### src/rtl/riscv_v_ext_csr_arb_if.sv
// Requester and CSR write-bus bundle for the vector CSR write-port arbiter.
// slave: the arbiter side. master: the side that issues requests and watches the bus.
interface riscv_v_ext_csr_arb_if #(
  parameter int NUM_REQ = 3,
  parameter int DATA_W  = 32
);
  logic [NUM_REQ-1:0]        req_valid;
  logic [NUM_REQ-1:0]        req_ready;
  logic [3*NUM_REQ-1:0]      req_sel;
  logic [DATA_W*NUM_REQ-1:0] req_data;
  logic [DATA_W*NUM_REQ-1:0] req_data2;
  logic [DATA_W-1:0]         ext_csr_data;
  logic                      ext_wr_vsstatus;
  logic                      ext_wr_vtype;
  logic                      ext_wr_vl;
  logic                      ext_wr_vstart;
  logic                      ext_wr_vxrm;
  logic                      ext_wr_vxsat;
  logic                      busy;
  logic                      err;

  modport slave (
    input  req_valid, req_sel, req_data, req_data2,
    output req_ready, ext_csr_data,
    output ext_wr_vsstatus, ext_wr_vtype, ext_wr_vl, ext_wr_vstart, ext_wr_vxrm, ext_wr_vxsat,
    output busy, err
  );

  modport master (
    output req_valid, req_sel, req_data, req_data2,
    input  req_ready, ext_csr_data,
    input  ext_wr_vsstatus, ext_wr_vtype, ext_wr_vl, ext_wr_vstart, ext_wr_vxrm, ext_wr_vxsat,
    input  busy, err
  );
endinterface

### src/rtl/riscv_v_ext_csr_arb.sv
// Round-robin arbiter for the vector-extension external CSR write port.
// A VSETVL request is split into an uninterruptible vtype beat followed by a vl beat.
//
//   state | meaning
//   IDLE  | arbitrate among requesters, one accept per cycle
//   PAIR  | vtype beat on the bus, vl beat issues next cycle, no grants
module riscv_v_ext_csr_arb #(
  parameter int NUM_REQ = 3,
  parameter int DATA_W  = 32
) (
  input  logic                 clk,
  input  logic                 rst,
  riscv_v_ext_csr_arb_if.slave bus
);

  localparam int PTR_W = (NUM_REQ > 1) ? $clog2(NUM_REQ) : 1;
  localparam logic [2:0] SEL_VSETVL = 3'd6;
  localparam logic [2:0] SEL_RSVD   = 3'd7;

  typedef enum logic {IDLE, PAIR} state_e;

  state_e             state_q, state_d;
  logic [PTR_W-1:0]   ptr_q, ptr_d;
  logic [DATA_W-1:0]  data_q, data_d;
  logic [DATA_W-1:0]  vlbuf_q, vlbuf_d;
  logic [5:0]         strb_q, strb_d;
  logic               busy_q, busy_d;
  logic               err_q, err_d;

  logic               gnt_vld;
  logic [PTR_W-1:0]   gnt_idx;
  logic [2:0]         win_sel;
  logic [DATA_W-1:0]  win_data;
  logic [DATA_W-1:0]  win_data2;

  // Rotating-priority search from the pointer; grants are suppressed in reset and PAIR.
  always_comb begin
    int               idx;
    logic [PTR_W-1:0] cand;
    idx       = 0;
    cand      = '0;
    gnt_vld   = 1'b0;
    gnt_idx   = '0;
    win_sel   = '0;
    win_data  = '0;
    win_data2 = '0;
    for (int k = 0; k < NUM_REQ; k++) begin
      idx = int'(ptr_q) + k;
      if (idx >= NUM_REQ) idx = idx - NUM_REQ;
      cand = PTR_W'(idx);
      if (!gnt_vld && bus.req_valid[cand]) begin
        gnt_vld = 1'b1;
        gnt_idx = cand;
      end
    end
    if (rst || state_q != IDLE) gnt_vld = 1'b0;
    for (int i = 0; i < NUM_REQ; i++) begin
      if (gnt_idx == PTR_W'(i)) begin
        win_sel   = bus.req_sel[i*3 +: 3];
        win_data  = bus.req_data[i*DATA_W +: DATA_W];
        win_data2 = bus.req_data2[i*DATA_W +: DATA_W];
      end
    end
    bus.req_ready = '0;
    if (gnt_vld) bus.req_ready[gnt_idx] = 1'b1;
  end

  // Next state, pointer and registered bus outputs.
  always_comb begin
    state_d = state_q;
    ptr_d   = ptr_q;
    data_d  = data_q;
    vlbuf_d = vlbuf_q;
    strb_d  = '0;
    busy_d  = 1'b0;
    err_d   = 1'b0;
    case (state_q)
      IDLE: begin
        if (gnt_vld) begin
          ptr_d = (gnt_idx == PTR_W'(NUM_REQ - 1)) ? '0 : gnt_idx + 1'b1;
          if (win_sel == SEL_VSETVL) begin
            data_d    = win_data;
            vlbuf_d   = win_data2;
            strb_d[1] = 1'b1;
            busy_d    = 1'b1;
            state_d   = PAIR;
          end else if (win_sel == SEL_RSVD) begin
            err_d = 1'b1;
          end else begin
            data_d = win_data;
            strb_d = 6'd1 << win_sel;
          end
        end
      end
      PAIR: begin
        data_d    = vlbuf_q;
        strb_d[2] = 1'b1;
        state_d   = IDLE;
      end
      default: state_d = IDLE;
    endcase
  end

  // State and output registers with synchronous reset.
  always_ff @(posedge clk) begin
    if (rst) begin
      state_q <= IDLE;
      ptr_q   <= '0;
      data_q  <= '0;
      vlbuf_q <= '0;
      strb_q  <= '0;
      busy_q  <= 1'b0;
      err_q   <= 1'b0;
    end else begin
      state_q <= state_d;
      ptr_q   <= ptr_d;
      data_q  <= data_d;
      vlbuf_q <= vlbuf_d;
      strb_q  <= strb_d;
      busy_q  <= busy_d;
      err_q   <= err_d;
    end
  end

  assign bus.ext_csr_data    = data_q;
  assign bus.ext_wr_vsstatus = strb_q[0];
  assign bus.ext_wr_vtype    = strb_q[1];
  assign bus.ext_wr_vl       = strb_q[2];
  assign bus.ext_wr_vstart   = strb_q[3];
  assign bus.ext_wr_vxrm     = strb_q[4];
  assign bus.ext_wr_vxsat    = strb_q[5];
  assign bus.busy            = busy_q;
  assign bus.err             = err_q;

endmodule

### src/flat_wrapper.sv
// flat-port wrapper written by rule: the top's interface ports become plain ports
module riscv_v_ext_csr_arb_flat 
#(
  parameter int NUM_REQ = 3,
  parameter int DATA_W  = 32
)
  (clk, rst, bus_req_valid, bus_req_sel, bus_req_data, bus_req_data2, bus_req_ready, bus_ext_csr_data, bus_ext_wr_vsstatus, bus_ext_wr_vtype, bus_ext_wr_vl, bus_ext_wr_vstart, bus_ext_wr_vxrm, bus_ext_wr_vxsat, bus_busy, bus_err);
  riscv_v_ext_csr_arb_if #(.NUM_REQ(NUM_REQ), .DATA_W(DATA_W)) bus_i ();
  input  logic clk;
  input  logic rst;
  input wire logic [$bits(bus_i.req_valid)-1:0] bus_req_valid;
  input wire logic [$bits(bus_i.req_sel)-1:0] bus_req_sel;
  input wire logic [$bits(bus_i.req_data)-1:0] bus_req_data;
  input wire logic [$bits(bus_i.req_data2)-1:0] bus_req_data2;
  output wire logic [$bits(bus_i.req_ready)-1:0] bus_req_ready;
  output wire logic [$bits(bus_i.ext_csr_data)-1:0] bus_ext_csr_data;
  output wire logic [$bits(bus_i.ext_wr_vsstatus)-1:0] bus_ext_wr_vsstatus;
  output wire logic [$bits(bus_i.ext_wr_vtype)-1:0] bus_ext_wr_vtype;
  output wire logic [$bits(bus_i.ext_wr_vl)-1:0] bus_ext_wr_vl;
  output wire logic [$bits(bus_i.ext_wr_vstart)-1:0] bus_ext_wr_vstart;
  output wire logic [$bits(bus_i.ext_wr_vxrm)-1:0] bus_ext_wr_vxrm;
  output wire logic [$bits(bus_i.ext_wr_vxsat)-1:0] bus_ext_wr_vxsat;
  output wire logic [$bits(bus_i.busy)-1:0] bus_busy;
  output wire logic [$bits(bus_i.err)-1:0] bus_err;
  assign bus_i.req_valid = bus_req_valid;
  assign bus_i.req_sel = bus_req_sel;
  assign bus_i.req_data = bus_req_data;
  assign bus_i.req_data2 = bus_req_data2;
  assign bus_req_ready = bus_i.req_ready;
  assign bus_ext_csr_data = bus_i.ext_csr_data;
  assign bus_ext_wr_vsstatus = bus_i.ext_wr_vsstatus;
  assign bus_ext_wr_vtype = bus_i.ext_wr_vtype;
  assign bus_ext_wr_vl = bus_i.ext_wr_vl;
  assign bus_ext_wr_vstart = bus_i.ext_wr_vstart;
  assign bus_ext_wr_vxrm = bus_i.ext_wr_vxrm;
  assign bus_ext_wr_vxsat = bus_i.ext_wr_vxsat;
  assign bus_busy = bus_i.busy;
  assign bus_err = bus_i.err;
  riscv_v_ext_csr_arb #(.NUM_REQ(NUM_REQ), .DATA_W(DATA_W)) u_core (.clk(clk), .rst(rst), .bus(bus_i));
endmodule
### config.mk
export PLATFORM = sky130hd
export DESIGN_NAME = riscv_v_ext_csr_arb_flat
export DESIGN_NICKNAME = d
export VERILOG_FILES = /design/src/rtl/riscv_v_ext_csr_arb_if.sv /design/src/rtl/riscv_v_ext_csr_arb.sv /design/src/flat_wrapper.sv
export SDC_FILE = /design/constraint.sdc
export NUM_CORES = 1
export LEC_CHECK = 0
export CAP_MARGIN = 20
export CORE_AREA = 2 2 97 99
export DETAILED_ROUTE_END_ITERATION = 8
export DIE_AREA = 0 0 99 101
export DONT_BUFFER_PORTS = 1
export GPL_ROUTABILITY_DRIVEN = 0
export PLACE_DENSITY = 0.68
export SLEW_MARGIN = 30
export SYNTH_ARGS = -nofsm -noshare
export SYNTH_HDL_FRONTEND = slang
export SYNTH_SLANG_ARGS = --single-unit
### constraint.sdc
create_clock -name clk -period 3.3 [get_ports clk]
set_input_delay 0.66 -clock clk [delete_from_list [all_inputs] [get_ports clk]]
set_output_delay 0.66 -clock clk [all_outputs]
set_load 0.02 [all_outputs]
==> results of run 1 <==
[area by class of cell]
class,instances,area share (%)
clock buffers,11,2.98
clock inverters,5,2.64
inverters,6,0.474
multi-input cells,480,56.8
flip-flops and latches,74,31.2
well taps,111,2.92
repair buffers,13,2.92
[where the power goes]
part | switching, mW | internal, mW | leakage, nW | total, mW
Clock | 0.335 | 0.599 | 0.134 | 0.934
Sequential | 0.293 | 1.08 | 0.603 | 1.37
Combinational | 1.13 | 0.701 | 1.00 | 1.83
[logic make-up (layout without fill, tap and decap cells)]
| group | count (synthesis) | count (layout) | synth area share (%) |
|---|---|---|---|
| flops | 74 | 74 | 33.8 |
| simple gates | 289 | 289 | 28.7 |
| mux | 33 | 33 | 7.54 |
| fa+ha+maj | 4 | 4 | 1.14 |
| compound gates | 154 | 154 | 22.8 |
| buf+inv | 61 | 35 | 6.03 |
[cell usage after synthesis, types with 2 or more instances]
master / n
nand3_1: 2
buf_2: 4
a211oi_1: 3
nand3b_1: 31
a31o_2: 2
buf_1: 3
inv_1: 6
nand2b_1: 6
nand2_1: 132
nor3_1: 3
nor4_1: 2
mux2i_1: 33
dfxtp_1: 74
a22oi_1: 31
a21oi_1: 37
buf_6: 4
a211o_1: 3
ha_1: 4
a31oi_1: 66
nor2_1: 108
clkbuf_1: 44
[through the flow]
step                util, %  TNS, ns
global placement       49.5        0
detailed placement     49.5        0
global route           52.9  -0.0840
finish                 52.9        0
floorplan                 -        0
CTS                    52.5        0
[cell usage in the layout (no fill, tap or decap), types with 3 or more instances in the layout]
| cell type | netlist | layout |
|---|---|---|
| dfxtp_1 | 74 | 73 |
| nand3b_1 | 31 | 31 |
| nand2_1 | 132 | 131 |
| nor3_1 | 3 | 3 |
| inv_1 | 6 | 6 |
| a31oi_1 | 66 | 65 |
| nand2b_1 | 6 | 6 |
| a211o_1 | 3 | 3 |
| a21oi_1 | 37 | 37 |
| a211oi_1 | 3 | 3 |
| mux2i_1 | 33 | 32 |
| ha_1 | 4 | 4 |
| buf_12 | 0 | 3 |
| a22oi_1 | 31 | 31 |
| nor2_1 | 108 | 108 |
| buf_4 | 0 | 9 |
| clkbuf_8 | 0 | 10 |
| bufinv_16 | 0 | 4 |
[worst paths after layout]
check,start,endpoint,cells past startpoint
worst max register to register,u_core.ptr_q[0],u_core.vlbuf_q[8],11
worst max-delay path,u_core.ptr_q[1],bus_req_ready[1],8
worst min register to register,u_core.vlbuf_q[6],u_core.vlbuf_q[6],2
worst min-delay path,rst,u_core.bus.ext_csr_data[30],1
[registers in the layout (all words and copies together) (netlist names)]
| register | flops |
|---|---|
| u_core.ptr_q | 2 |
| u_core.strb_q | 6 |
| u_core.bus.ext_csr_data | 32 |
| u_core.vlbuf_q | 32 |
| u_core.bus.err | 1 |
| u_core.bus.busy | 1 |
[per-layer routing]
| metal | vias up | routed length (um) | track usage [%] |
|---|---|---|---|
| met3 | 9 | 893 | 4.09 |
| met1 | 1922 | 4990 | 26.5 |
| met5 | - | 0 | 0 |
| li1 | 2083 | - | - |
| met4 | 0 | 135 | 7.69 |
| met2 | 186 | 6110 | 40.9 |
[critical path, stage by stage (launching register included)]
cell	delay, ns
dfxtp_1	0.39
inv_1	0.08
ha_1	0.23
mux2i_2	0.37
nor2_1	0.08
o31ai_1	0.45
or2_4	0.32
nor2_1	0.10
buf_4	0.17
==> results.yml, run 1 <==
clock_tree:
  cts.repair.resized: 0
  postCtsSetupBuffers: 0
  tritoncts: "yes"
  cts_hold_buffers: 0
  cts_buffers: 9
  cts_sinks: 74
  cts_root_buffer: "clkbuf_8"
  clkTransAtPathRegs_ns: 0.07
  htreeDepth: 3
  cts.path.max_buffers: 2
  clock_latency_ns: 0.34
place:
  dpl_cell_area_mm2: 0.00445
  dpl.hpwl_mm: 8.50
  dp_slack_ns: 0.0778
  port_buffers: 0
  dp.cells: 684
outcome:
  outcome: "complete, no violations"
logic_synthesis:
  syn_avg_cell_area_um2: 7.12
  synth-edff-count: 0
  synth-seq-cells: 74
  ys_seq_area_share_pct: 33.8
  yosys_warnings: 0
  synth_area_leaders: "dfxtp_1 34%, nand2_1 11%, a31oi_1 9.4%"
  yosysUniqueCellTypes: 38
  yosysTopAreaCell: "dfxtp_1"
  synthArstFlopShare_pct: 0
  synth_top_area_share_pct: 33.8
  synthesis.area_mm2: 0.00438
  syn_inst: 615
  syn_nets: 825
  synthFlopType: "dfxtp_1"
final_layout:
  n_fill_cell: 847
  antenna_cells: 0
  drive_gt1_share_pct: 7.13
  fin_area_mm2: 0.00475
  final_cells: 700
  multi_input_area_mm2: 0.00270
  seqCellArea_mm2: 0.00148
  area_growth_pct: 8.37
  fin_nets: 794
floorplanning:
  dieArea_mm2: 0.0100
  start_util_pct: 48.8
  core_area_mm2: 0.00898
  die_w_um: 99
  rows: 35
  die_y_um: 101
  io_pins: 249
drt:
  wirelength_mm: 12.1
  routedWlPerCell_um: 17.3
  ant_nets: 0
  drtPass1Iterations: 4
  vias_per_cell: 6.00
  drc: 0
  drt_iter0_markers: 110
  vias: 4200
grt:
  grt_pass1_vias: 3715
  globalRouteTotalUtil_pct: 22.4
  antenna_found_initial: 0
  grt_pass1_wl_mm: 17.9
  overflow: 0
  grt_max_degree: 69
setup_path:
  cp_max_fo: 12
  ff2ff_setup_slack_ns: 0.27
  cp-end-kind: "primary output"
  required_ns: 2.64
  cp.arrival_ns: 2.52
  critical_path_class: "reg -> out"
  start_kind: "flop"
timing:
  worstMarginPinSlew_ns: 0.650
  fin_crit_sh_pct: 96.4
  clock.fmax_ghz: 0.314
  relSlewSlack_pct: 56.6
  setup_viol: 0
  setup_ws_ns: 0.119
  drv_slew: 0
  final-hold-violation-count: 0
  fin_hold_ws_ns: 0.387
  rsz0062_at_grt: "yes"
  min_period_ns: 3.18
  clock_skew_ns: 0.00766
power_and_ir_drop:
  power.leakage_nw: 1.74
  ir_drop_uv: 322
  power.total_mw: 4.14
  powerDensity_mw_per_mm2: 872
flow_run:
  drv_cap: 0
min_path:
  hp-class: "in -> reg"
No activity file was read; power rests on OpenSTA's default activity.
==> run 2: changes to the inputs <==
Settings changed: CTS_BUF_LIST set to sky130_fd_sc_hd__clkbuf_8, CTS_CLUSTER_SIZE set to 12, TNS_END_PERCENT set to 1.
==> results.yml, run 2 (synthesis gave the netlist of run 1 again) <==
outcome:
  outcome: "complete, no violations"
setup_path:
  start_kind: "flop"
  cp-end-kind: "primary output"
  path_delay_family: "simple AND/OR/NAND/NOR gates"
  max_stage_delay_ns: 0.45
  cpMostUsedCell: "nor2_1"
  cp.arrival_ns: 2.52
  cp_max_fo: 12
  cp_num_buf_inv: 2
  required_ns: 2.64
  cp_cell_sequence: "inv_1 > ha_1 > mux2i_2 > nor2_1 > o31ai_1 > or2_4 > nor2_1 > buf_4"
  critical_path_class: "reg -> out"
  slowest_stage: "o31ai_1"
flow_run:
  drv_cap: 0
timing:
  fin_crit_sh_pct: 96.5
  drv_slew: 0
  rsz0062_at_grt: "yes"
  setup_ws_ns: 0.117
  setup_viol: 0
  relSlewSlack_pct: 56.5
  final-hold-violation-count: 0
  worstMarginPinSlew_ns: 0.653
  clock.fmax_ghz: 0.314
  min_period_ns: 3.18
  tns_ns: 0
  clock_skew_ns: 0.00659
final_layout:
  utilization_pct: 52.9
  layout_commonest_cell: "nand2_1"
  final_cells: 700
  area_growth_pct: 8.34
  fin_nets: 794
  layout_common_cells: "131 x nand2_1, 108 x nor2_1, 73 x dfxtp_1"
  drive_gt1_share_pct: 7.13
  antenna_cells: 0
  n_fill_cell: 848
clock_tree:
  cts_buffers: 9
  htreeDepth: 3
  cts_hold_buffers: 0
  cts_root_buffer: "clkbuf_8"
  clkTransAtPathRegs_ns: 0.07
  cts.path.max_buffers: 2
  cts_sinks: 74
  clock_latency_ns: 0.34
  tritoncts: "yes"
place:
  port_buffers: 0
  dpl.hpwl_mm: 8.50
  dp.cells: 684
  dp_slack_ns: 0.0778
power_and_ir_drop:
  powerDensity_mw_per_mm2: 871
  ir_drop_uv: 324
  power.leakage_nw: 1.74
  power.total_mw: 4.13
floorplanning:
  die_w_um: 99
  io_pins: 249
  rows: 35
  core_area_mm2: 0.00898
  die_y_um: 101
  dieArea_mm2: 0.0100
  start_util_pct: 48.8
drt:
  drt_iter0_markers: 108
  routedWlPerCell_um: 17.3
  wirelength_mm: 12.1
  ant_nets: 0
  vias: 4213
  vias_per_cell: 6.02
  drc: 0
  drtPass1Iterations: 4
grt:
  globalRouteTotalUtil_pct: 22.4
  grt_pass1_vias: 3715
  grt_max_degree: 69
  grt_pass1_wl_mm: 17.9
  antenna_found_initial: 0
  overflow: 0
min_path:
  hp-class: "in -> reg"
## run 2: cell types whose count changed in the layout (fill, tap and decap cells not counted), sizes merged
cell    change
clkbuf      -1
inv         +1
## run 2: timing repair
action	in CTS	in global routing
setup endpoints to repair	0	62
gates resized for setup	0	7
setup buffers	0	0
## run 2: final timing paths
path | startpoint | to | slack, ns | cells past startpoint
setup reg to reg | u_core.ptr_q[0] | u_core.vlbuf_q[13] | 0.21 | 11
setup / recovery | u_core.ptr_q[1] | bus_req_ready[1] | 0.12 | 8
hold reg to reg | u_core.vlbuf_q[6] | u_core.vlbuf_q[6] | 0.50 | 2
hold / removal | rst | u_core.bus.ext_csr_data[29] | 0.39 | 1
## run 2: power by group
group | internal, mW | total, mW | switching [mW]
logic | 0.697 | 1.83 | 1.13
registers | 1.08 | 1.37 | 0.292
clock network | 0.596 | 0.930 | 0.335
total | 2.37 | 4.13 | 1.76
## run 2: cell type report
class	count	area [um2]	area share, %
Clock buffer	10	138	2.90
Tap cell	111	139	2.93
Timing Repair Buffer	13	139	2.93
Inverter	6	22.5	0.474
Clock inverter	6	129	2.71
Multi-Input combinational cell	480	2700	56.8
Sequential cell	74	1480	31.2
## run 2: metrics by stage
step,area [um2],hold slack [ns]
global placement,4450,0.473
global route,4750,0.366
detailed placement,4450,0.486
finish,4750,0.391
floorplan,4380,0.460
CTS,4710,0.367
## run 2: per-layer routing
| metal | track usage (%) | share of wire, % |
|---|---|---|
| met1 | 26.5 | 41 |
| met2 | 40.9 | 50 |
| met3 | 4.09 | 7.7 |
| met4 | 7.69 | 1.3 |
| met5 | 0 | 0 |
